[src/rtl/vending_credit_ctrl.sv]
// ---------------------------------------------------------------------------
// vending_credit_ctrl
// Coin-credit controller for a four-item vending machine.  Sums the coins
// inserted each cycle into a saturating credit register, resolves purchase
// requests by fixed priority and, on request, pays the remaining credit back
// as a greedy sequence of change coins.
//
// Ports
//   clk                      : single clock, rising-edge active
//   reset                    : asynchronous reset, active low
//   penny/nickel/dime/quarter: coin inserted this cycle (1/5/10/25)
//   apple/banana/carrot/date : purchase request for items A/B/C/D
//   coin_return              : pay out all remaining credit as change
//   credit   [CREDIT_W-1:0]  : current credit balance (registered)
//   vend     [3:0]           : one-hot dispense pulse, bit0 = A .. bit3 = D
//   deny                     : purchase refused, insufficient credit (pulse)
//   ovf                      : coin sum clipped at CREDIT_MAX (pulse)
//   change_out [3:0]         : one-hot change coin, bit0 = penny .. bit3 = quarter
//   busy                     : high while paying out change
// ---------------------------------------------------------------------------
module vending_credit_ctrl #(
   parameter int CREDIT_W   = 8,
   parameter int CREDIT_MAX = 2**CREDIT_W - 1,
   parameter int PRICE_A    = 75,
   parameter int PRICE_B    = 20,
   parameter int PRICE_C    = 30,
   parameter int PRICE_D    = 40
) (
   input  logic                clk,
   input  logic                reset,
   input  logic                penny,
   input  logic                nickel,
   input  logic                dime,
   input  logic                quarter,
   input  logic                apple,
   input  logic                banana,
   input  logic                carrot,
   input  logic                date,
   input  logic                coin_return,
   output logic [CREDIT_W-1:0] credit,
   output logic [3:0]          vend,
   output logic                deny,
   output logic                ovf,
   output logic [3:0]          change_out,
   output logic                busy
);

   // Six extra bits leave room for the largest one-cycle coin total (41).
   localparam int SUM_W = CREDIT_W + 6;

   typedef enum logic [0:0] {
      ST_IDLE   = 1'b0,
      ST_CHANGE = 1'b1
   } state_t;

   state_t              r_state;
   logic [CREDIT_W-1:0] r_credit;
   logic [3:0]          r_vend;
   logic                r_deny;
   logic                r_ovf;
   logic [3:0]          r_change;
   logic                r_busy;

   state_t              w_state_n;
   logic [CREDIT_W-1:0] w_credit_n;
   logic [3:0]          w_vend_n;
   logic                w_deny_n;
   logic                w_ovf_n;
   logic [3:0]          w_change_n;

   logic [SUM_W-1:0]    w_sum;
   logic [CREDIT_W-1:0] w_post;
   logic                w_req;
   logic [3:0]          w_item_oh;
   logic [CREDIT_W-1:0] w_price;
   logic [CREDIT_W-1:0] w_coin_val;

   // Coin summation with saturation at CREDIT_MAX.
   always_comb begin
      w_sum = SUM_W'(r_credit)
            + (penny   ? SUM_W'(1)  : SUM_W'(0))
            + (nickel  ? SUM_W'(5)  : SUM_W'(0))
            + (dime    ? SUM_W'(10) : SUM_W'(0))
            + (quarter ? SUM_W'(25) : SUM_W'(0));
      if (w_sum > SUM_W'(CREDIT_MAX)) begin
         w_post  = CREDIT_W'(CREDIT_MAX);
         w_ovf_n = 1'b1;
      end else begin
         w_post  = w_sum[CREDIT_W-1:0];
         w_ovf_n = 1'b0;
      end
   end

   // Fixed-priority purchase selection: apple > banana > carrot > date.
   always_comb begin
      w_req     = 1'b1;
      w_item_oh = 4'b0000;
      w_price   = CREDIT_W'(0);
      if (apple) begin
         w_item_oh = 4'b0001;
         w_price   = CREDIT_W'(PRICE_A);
      end else if (banana) begin
         w_item_oh = 4'b0010;
         w_price   = CREDIT_W'(PRICE_B);
      end else if (carrot) begin
         w_item_oh = 4'b0100;
         w_price   = CREDIT_W'(PRICE_C);
      end else if (date) begin
         w_item_oh = 4'b1000;
         w_price   = CREDIT_W'(PRICE_D);
      end else begin
         w_req     = 1'b0;
      end
   end

   // Greedy change coin: largest denomination not exceeding the credit.
   always_comb begin
      if (r_credit >= CREDIT_W'(25)) begin
         w_coin_val = CREDIT_W'(25);
      end else if (r_credit >= CREDIT_W'(10)) begin
         w_coin_val = CREDIT_W'(10);
      end else if (r_credit >= CREDIT_W'(5)) begin
         w_coin_val = CREDIT_W'(5);
      end else if (r_credit >= CREDIT_W'(1)) begin
         w_coin_val = CREDIT_W'(1);
      end else begin
         w_coin_val = CREDIT_W'(0);
      end
   end

   // Next-state and next-output decode for the IDLE/CHANGE controller.
   always_comb begin
      w_state_n  = r_state;
      w_credit_n = r_credit;
      w_vend_n   = 4'b0000;
      w_deny_n   = 1'b0;
      w_change_n = 4'b0000;
      case (r_state)
         ST_IDLE: begin
            w_credit_n = w_post;
            if (w_req) begin
               // Purchase wins over coin_return in the same cycle.
               if (w_post >= w_price) begin
                  w_credit_n = w_post - w_price;
                  w_vend_n   = w_item_oh;
               end else begin
                  w_deny_n   = 1'b1;
               end
            end else if (coin_return && (w_post != CREDIT_W'(0))) begin
               w_state_n = ST_CHANGE;
            end else begin
               w_state_n = ST_IDLE;
            end
         end
         ST_CHANGE: begin
            // w_coin_val never exceeds r_credit, so this cannot wrap.
            w_credit_n = r_credit - w_coin_val;
            case (w_coin_val)
               CREDIT_W'(25): w_change_n = 4'b1000;
               CREDIT_W'(10): w_change_n = 4'b0100;
               CREDIT_W'(5):  w_change_n = 4'b0010;
               CREDIT_W'(1):  w_change_n = 4'b0001;
               default:       w_change_n = 4'b0000;
            endcase
            if (w_credit_n == CREDIT_W'(0)) begin
               w_state_n = ST_IDLE;
            end else begin
               w_state_n = ST_CHANGE;
            end
         end
         default: begin
            w_state_n  = ST_IDLE;
            w_credit_n = CREDIT_W'(0);
         end
      endcase
   end

   // State and registered outputs; overflow is only reported while coins count.
   always_ff @(posedge clk or negedge reset) begin
      if (!reset) begin
         r_state  <= ST_IDLE;
         r_credit <= CREDIT_W'(0);
         r_vend   <= 4'b0000;
         r_deny   <= 1'b0;
         r_ovf    <= 1'b0;
         r_change <= 4'b0000;
         r_busy   <= 1'b0;
      end else begin
         r_state  <= w_state_n;
         r_credit <= w_credit_n;
         r_vend   <= w_vend_n;
         r_deny   <= w_deny_n;
         r_ovf    <= (r_state == ST_IDLE) ? w_ovf_n : 1'b0;
         r_change <= w_change_n;
         r_busy   <= (w_state_n == ST_CHANGE);
      end
   end

   assign credit     = r_credit;
   assign vend       = r_vend;
   assign deny       = r_deny;
   assign ovf        = r_ovf;
   assign change_out = r_change;
   assign busy       = r_busy;

endmodule

[config.mk]
export PLATFORM = sky130hd
export DESIGN_NAME = vending_credit_ctrl
export DESIGN_NICKNAME = d
export VERILOG_FILES = /design/src/rtl/vending_credit_ctrl.sv
export SDC_FILE = /design/constraint.sdc
export NUM_CORES = 1
export LEC_CHECK = 0
export CAP_MARGIN = 10
export CORE_UTILIZATION = 37
export CTS_CLUSTER_DIAMETER = 150
export CTS_CLUSTER_SIZE = 28
export DETAILED_ROUTE_END_ITERATION = 7
export DONT_BUFFER_PORTS = 1
export GPL_ROUTABILITY_DRIVEN = 0
export HOLD_SLACK_MARGIN = 0.08
export PLACE_DENSITY = 0.51
export SYNTH_ARGS = -nofsm -noshare
export SYNTH_HDL_FRONTEND = slang
export SYNTH_SLANG_ARGS = --single-unit
[constraint.sdc]
create_clock -name clk -period 4.4 [get_ports clk]
set_input_delay 0.88 -clock clk [delete_from_list [all_inputs] [get_ports clk]]
set_output_delay 0.88 -clock clk [all_outputs]
set_load 0.05 [all_outputs]
==> results of run 1 <==
-- per-layer routing --
metal / share of wire / up-vias / wire, um / global-route usage
met2: 0.47 / 29 / 2450 / 0.351
met4: 0.014 / 0 / 74 / 0.0641
met1: 0.49 / 815 / 2520 / 0.275
li1: - / 893 / - / -
met3: 0.028 / 6 / 143 / 0.0230
met5: 0 / - / 0 / 0
-- worst max-delay path, delay by kind of cell --
kind	cells	cell delay [ns]
AOI/OAI and AO/OA	5	0.83
adders and majority gates	4	1.47
buffers and inverters	1	0.19
and+or+nand+nor	5	1.02
-- layout make-up --
cell class,count,area (um2),share of cell area
clock buffers,3,41.3,0.0181
clock inverters,1,5.00,0.00219
inverters,16,60.1,0.0263
multi-input cells,185,1350,0.593
flip-flops and latches,19,475,0.208
well taps,67,83.8,0.0367
repair buffers,35,263,0.115
-- state kept, by name, indices dropped and copies added, names as in the netlist --
register / count
deny: 1
ovf: 1
busy: 1
change_out: 4
vend: 4
credit: 8
-- worst paths after layout --
check                                end  slack, ns
max in group asynchronous  change_out[2]       4.01
min reg2reg                change_out[0]       0.60
max                            credit[5]       0.17
min in group clk           change_out[0]       0.60
max reg2reg                    credit[5]       0.42
min                        change_out[1]       0.31
-- kinds of logic (layout without fill, tap and decap cells) --
family	Yosys count	count (layout)	synth area share
and+or+nand+nor	80	80	0.211
AOI/OAI and AO/OA	57	57	0.201
adders and majority gates	25	25	0.179
buffers and inverters	23	55	0.0502
DFF	19	19	0.248
xor gates and xnor gates	16	16	0.0730
muxes	7	7	0.0391
-- cell usage in the layout, fill, tap and decap left out, drive strengths merged, types with 2 or more instances in the layout --
master / n
a211oi: 2
a21o: 5
a21oi: 13
a2bb2oi: 2
a31oi: 8
and2: 2
and3: 4
buf: 35
clkbuf: 3
dfrtp: 19
fa: 4
ha: 21
inv: 16
mux2i: 6
nand2: 21
nand3: 5
nand4: 4
nor2: 17
nor2b: 7
nor3: 8
nor4: 3
nor4b: 3
o211ai: 2
o21ai: 12
o21bai: 2
o31ai: 3
or3: 3
xnor2: 8
xor2: 8
-- metrics by stage --
step                      setup slack (ns)  hold slack [ns]  cell area [um2]  setup TNS [ns]  std cells
final                                0.171            0.309             2280               0        326
after global routing              -0.00780            0.298             2280        -0.00780        326
after CTS                            0.172            0.304             2280               0        326
after detailed placement           -0.0966            0.579             2230          -0.189        322
after global placement             -0.0772            0.584             2230          -0.139        322
after floorplan                      0.124            0.584             1920               0        227
==> flow_metrics.tcl, run 1 <==
set metrics [dict create \
    status "finished, final reports clean" \
    firstDrtPassIters 4 \
    htreeDepth 1 \
    reg2reg_from "credit[0]" \
    synth_area_leaders "dfrtp_1, ha_1, fa_1" \
    area_growth_pct 18.9 \
    fin_skew_ns 0.00318 \
    critPathKind "in -> reg" \
    grt_pass1_wl_um 8510 \
    worst-endpoint-required_ns 4.55 \
    drive_gt1_frac 0.189 \
    hpwlAfterDp_um 4270 \
    fillCellCount 510 \
    hold_class "in -> async" \
    std_cell_rows 25 \
    ys.warnings.count 0 \
    synth-seq-cells 19 \
    drt_iter0_drc 90 \
    cts_made_buffers 3 \
    diodes 0 \
    maxCapViolations 0 \
    yosysTopAreaCellShare 0.248 \
    cp_max_fo 6 \
    clkLatencyLatePin_ns 0.26 \
    io-pin-count 30 \
    die_h_um 74.0 \
    syn_area_um2 1920 \
    synth.avg_cell_area_um2 8.46 \
    tightest_slew_ns 1.01 \
    hold_buffers 0 \
    die_x_um 74.0 \
    grt_antenna_before_repair 0 \
    synth_edf_count 0 \
    io_buffer_count 0 \
    cp_slowest_cell "fa_1" \
    finish.utilization 0.471 \
    cts_root_buffer "clkbuf_8" \
    cts_sinks 19 \
    initial_core_util 0.396 \
    grt_pass1_vias 1763 \
    nets 296 \
    ys_types 50 \
    finalCriticalPeriod_ns 4.23 \
    synth_ff_type "dfrtp_1" \
    wl_per_cell_um 15.9 \
    core_um2 4850 \
    worst_r2r_path_depth 15 \
    worstPathCellList "fa_1 -> ha_1 -> fa_1 -> a211oi_2 -> o21ai_2 -> nand3_1 -> nand2_1 -> ha_1 -> and3_1 -> nand3_1 -> a2bb2oi_1 -> a31oi_1 -> buf_4 -> or3_2 -> o211a_1" \
    syn_inst 227 \
    synth_top_area_cell "dfrtp_1" \
    worst_slew_margin_rel 0.327 \
    postCtsSetupBuffers 0 \
    startpoint "penny" \
    drcViolationCount 0 \
    cts_resized 0 \
    ys_async_sr_fraction 1.00 \
    min_period_over_period 0.961 \
    cts_tree "done" \
    crit_path_end_kind "register" \
    grt_setup_unrepaired "true" \
    report.final.slew_viol_count 0 \
    ant_nets 0 \
    fmax_mhz 236 \
    grt_max_degree 20 \
    grt.total_usage 0.207 \
    clock_path_buffers 2 \
    synth-seq-area-share 0.248 \
    dieArea_um2 5480 \
    worstSetupStartpointType "input port" \
    vias 1743 \
    globalRoute.totalOverflow 0 \
    crit_arrival_ns 4.38 \
    syn_nets 263 \
    via_per_inst 5.35 \
    clkTransAtPathRegs_ns 0.08 \
    wirelength_um 5190 \
    setup_violations 0 \
    slowest_delay_ns 0.47 \
    netlist_top_cells_count "ha_1, nand2_1, dfrtp_1" \
    hold_violations 0 \
]
Power of run 1 is not shown: default switching activity piles up to over one toggle a cycle in this logic, so the estimate is an artifact.
==> inputs of run 2 (changes only) <==
Settings changed: DONT_BUFFER_PORTS 1 to not set, GPL_ROUTABILITY_DRIVEN 0 to not set, PLACE_DENSITY 0.51 to 0.59.
==> run 2 against run 1 <==
  * Die area did not move
  * First-iteration DRC count decreased by 4.4%
  * Clock skew increased by 0.0048 ns
  * Critical path depth rose by 1
  * Critical endpoint is now credit[3]
  * Sequential cell count did not move
  * Critical path type unchanged
==> flow_metrics.tcl, run 2 (synthesis results as in run 1) <==
set metrics [dict create \
    status "finished, final reports clean" \
    die_x_um 74.0 \
    cts_sinks 19 \
    io_buffer_count 29 \
    most-common-layout-cells "buf_4, clkdlybuf4s50_1, dfrtp_1" \
    largest_reg_flops 8 \
    fmax_mhz 233 \
    grt_pass1_wl_um 8870 \
    cts_root_buffer "clkbuf_8" \
    crit_path_end_kind "register" \
    report.final.slew_viol_count 0 \
    cp_max_fo 6 \
    drive_gt1_frac 0.326 \
    r2r-end "credit[3]" \
    drcViolationCount 0 \
    area_growth_pct 54.6 \
    grt_pass1_vias 1923 \
    clkTransAtPathRegs_ns 0.07 \
    startpoint "penny" \
    worst_r2r_path_depth 16 \
    reg2reg_from "credit[3]" \
    core_um2 4850 \
    vias 2012 \
    fillCellCount 418 \
    clock_path_buffers 2 \
    ant_nets 0 \
    nets 350 \
    std_cell_rows 25 \
    finalCriticalPeriod_ns 4.28 \
    hold_violations 0 \
    hold_class "reg -> reg" \
    diodes 0 \
    die_h_um 74.0 \
    worstSetupStartpointType "input port" \
    htreeDepth 1 \
    final_common_cell "buf_4" \
    crit_end "credit[3]" \
    io-pin-count 30 \
    maxCapViolations 0 \
    globalRoute.totalOverflow 0 \
    initial_core_util 0.396 \
    wirelength_um 5620 \
    critPathKind "in -> reg" \
    cts_tree "done" \
    clkLatencyLatePin_ns 0.25 \
    cts_made_buffers 3 \
    fin_skew_ns 0.00803 \
    firstDrtPassIters 4 \
    grt_antenna_before_repair 0 \
    r2r_slack_ns 0.59 \
    worst_slew_margin_rel 0.440 \
    setup_violations 0 \
    grt_max_degree 20 \
    holdWs_ns 0.756 \
    place_congestion 0.944 \
    grt.total_usage 0.211 \
    min_period_over_period 0.974 \
    tightest_slew_ns 0.837 \
    crit_arrival_ns 4.39 \
    worst-endpoint-required_ns 4.51 \
    wl_per_cell_um 14.8 \
    drt_iter0_drc 86 \
    hpwlAfterDp_um 4230 \
    via_per_inst 5.29 \
    dieArea_um2 5480 \
]
==> run 2: worst max-delay path, cell delays in order <==
cell           delay [ns]
dlygate4sd2_1        0.25
fa_1                 0.48
ha_2                 0.20
fa_2                 0.37
a211oi_4             0.27
o21ai_4              0.12
buf_6                0.14
a311o_1              0.28
and2_1               0.17
ha_1                 0.18
a21oi_2              0.18
a2bb2oi_2            0.25
a31oi_4              0.17
buf_6                0.17
o31ai_1              0.21
a31oi_1              0.06
==> run 2: layer usage <==
metal / global-route usage / share of wire
met1: 0.282 / 0.46
met2: 0.357 / 0.50
met3: 0.0230 / 0.038
met4: 0.0684 / 0.0085
met5: 0 / 0
==> run 2: what timing repair did <==
action | CTS | global route
pin swaps | 17 | 11
setup buffers | 4 | 6
endpoints found under the setup margin | 13 | 13
hold buffers | 0 | 0
resized for setup | 28 | 15
==> run 2: how the worst min path moves through the flow <==
stage	start	to	slack, ns	cells past startpoint
floorplan	reset	busy	0.58	0
global placement	credit[3]	change_out[0]	0.73	3
detailed placement	credit[3]	change_out[0]	0.74	3
CTS	credit[3]	change_out[0]	0.75	3
global route	credit[5]	busy	0.81	2
finish	credit[3]	change_out[0]	0.76	3
==> run 2: per-stage QoR <==
step | setup WS [ns] | std cells | setup TNS (ns) | cell area [um2] | utilization
finish | 0.116 | 380 | 0 | 2970 | 0.612
detailed placement | -0.781 | 366 | -7.74 | 2630 | 0.543
global route | -0.0178 | 380 | -0.0360 | 2970 | 0.612
global placement | -0.726 | 366 | -7.17 | 2630 | 0.543
floorplan | 0.124 | 227 | 0 | 1920 | -
CTS | 0.0344 | 374 | 0 | 2860 | 0.590
==> run 2: final cells by class <==
cell class,count,area [um2],area share
inverters,16,60.1,0.0202
repair buffers,89,751,0.253
flip-flops and latches,19,475,0.160
well taps,67,83.8,0.0283
clock inverters,1,5.00,0.00169
clock buffers,3,41.3,0.0139
multi-input cells,185,1550,0.523
Power of run 2 is left out for the same reason.
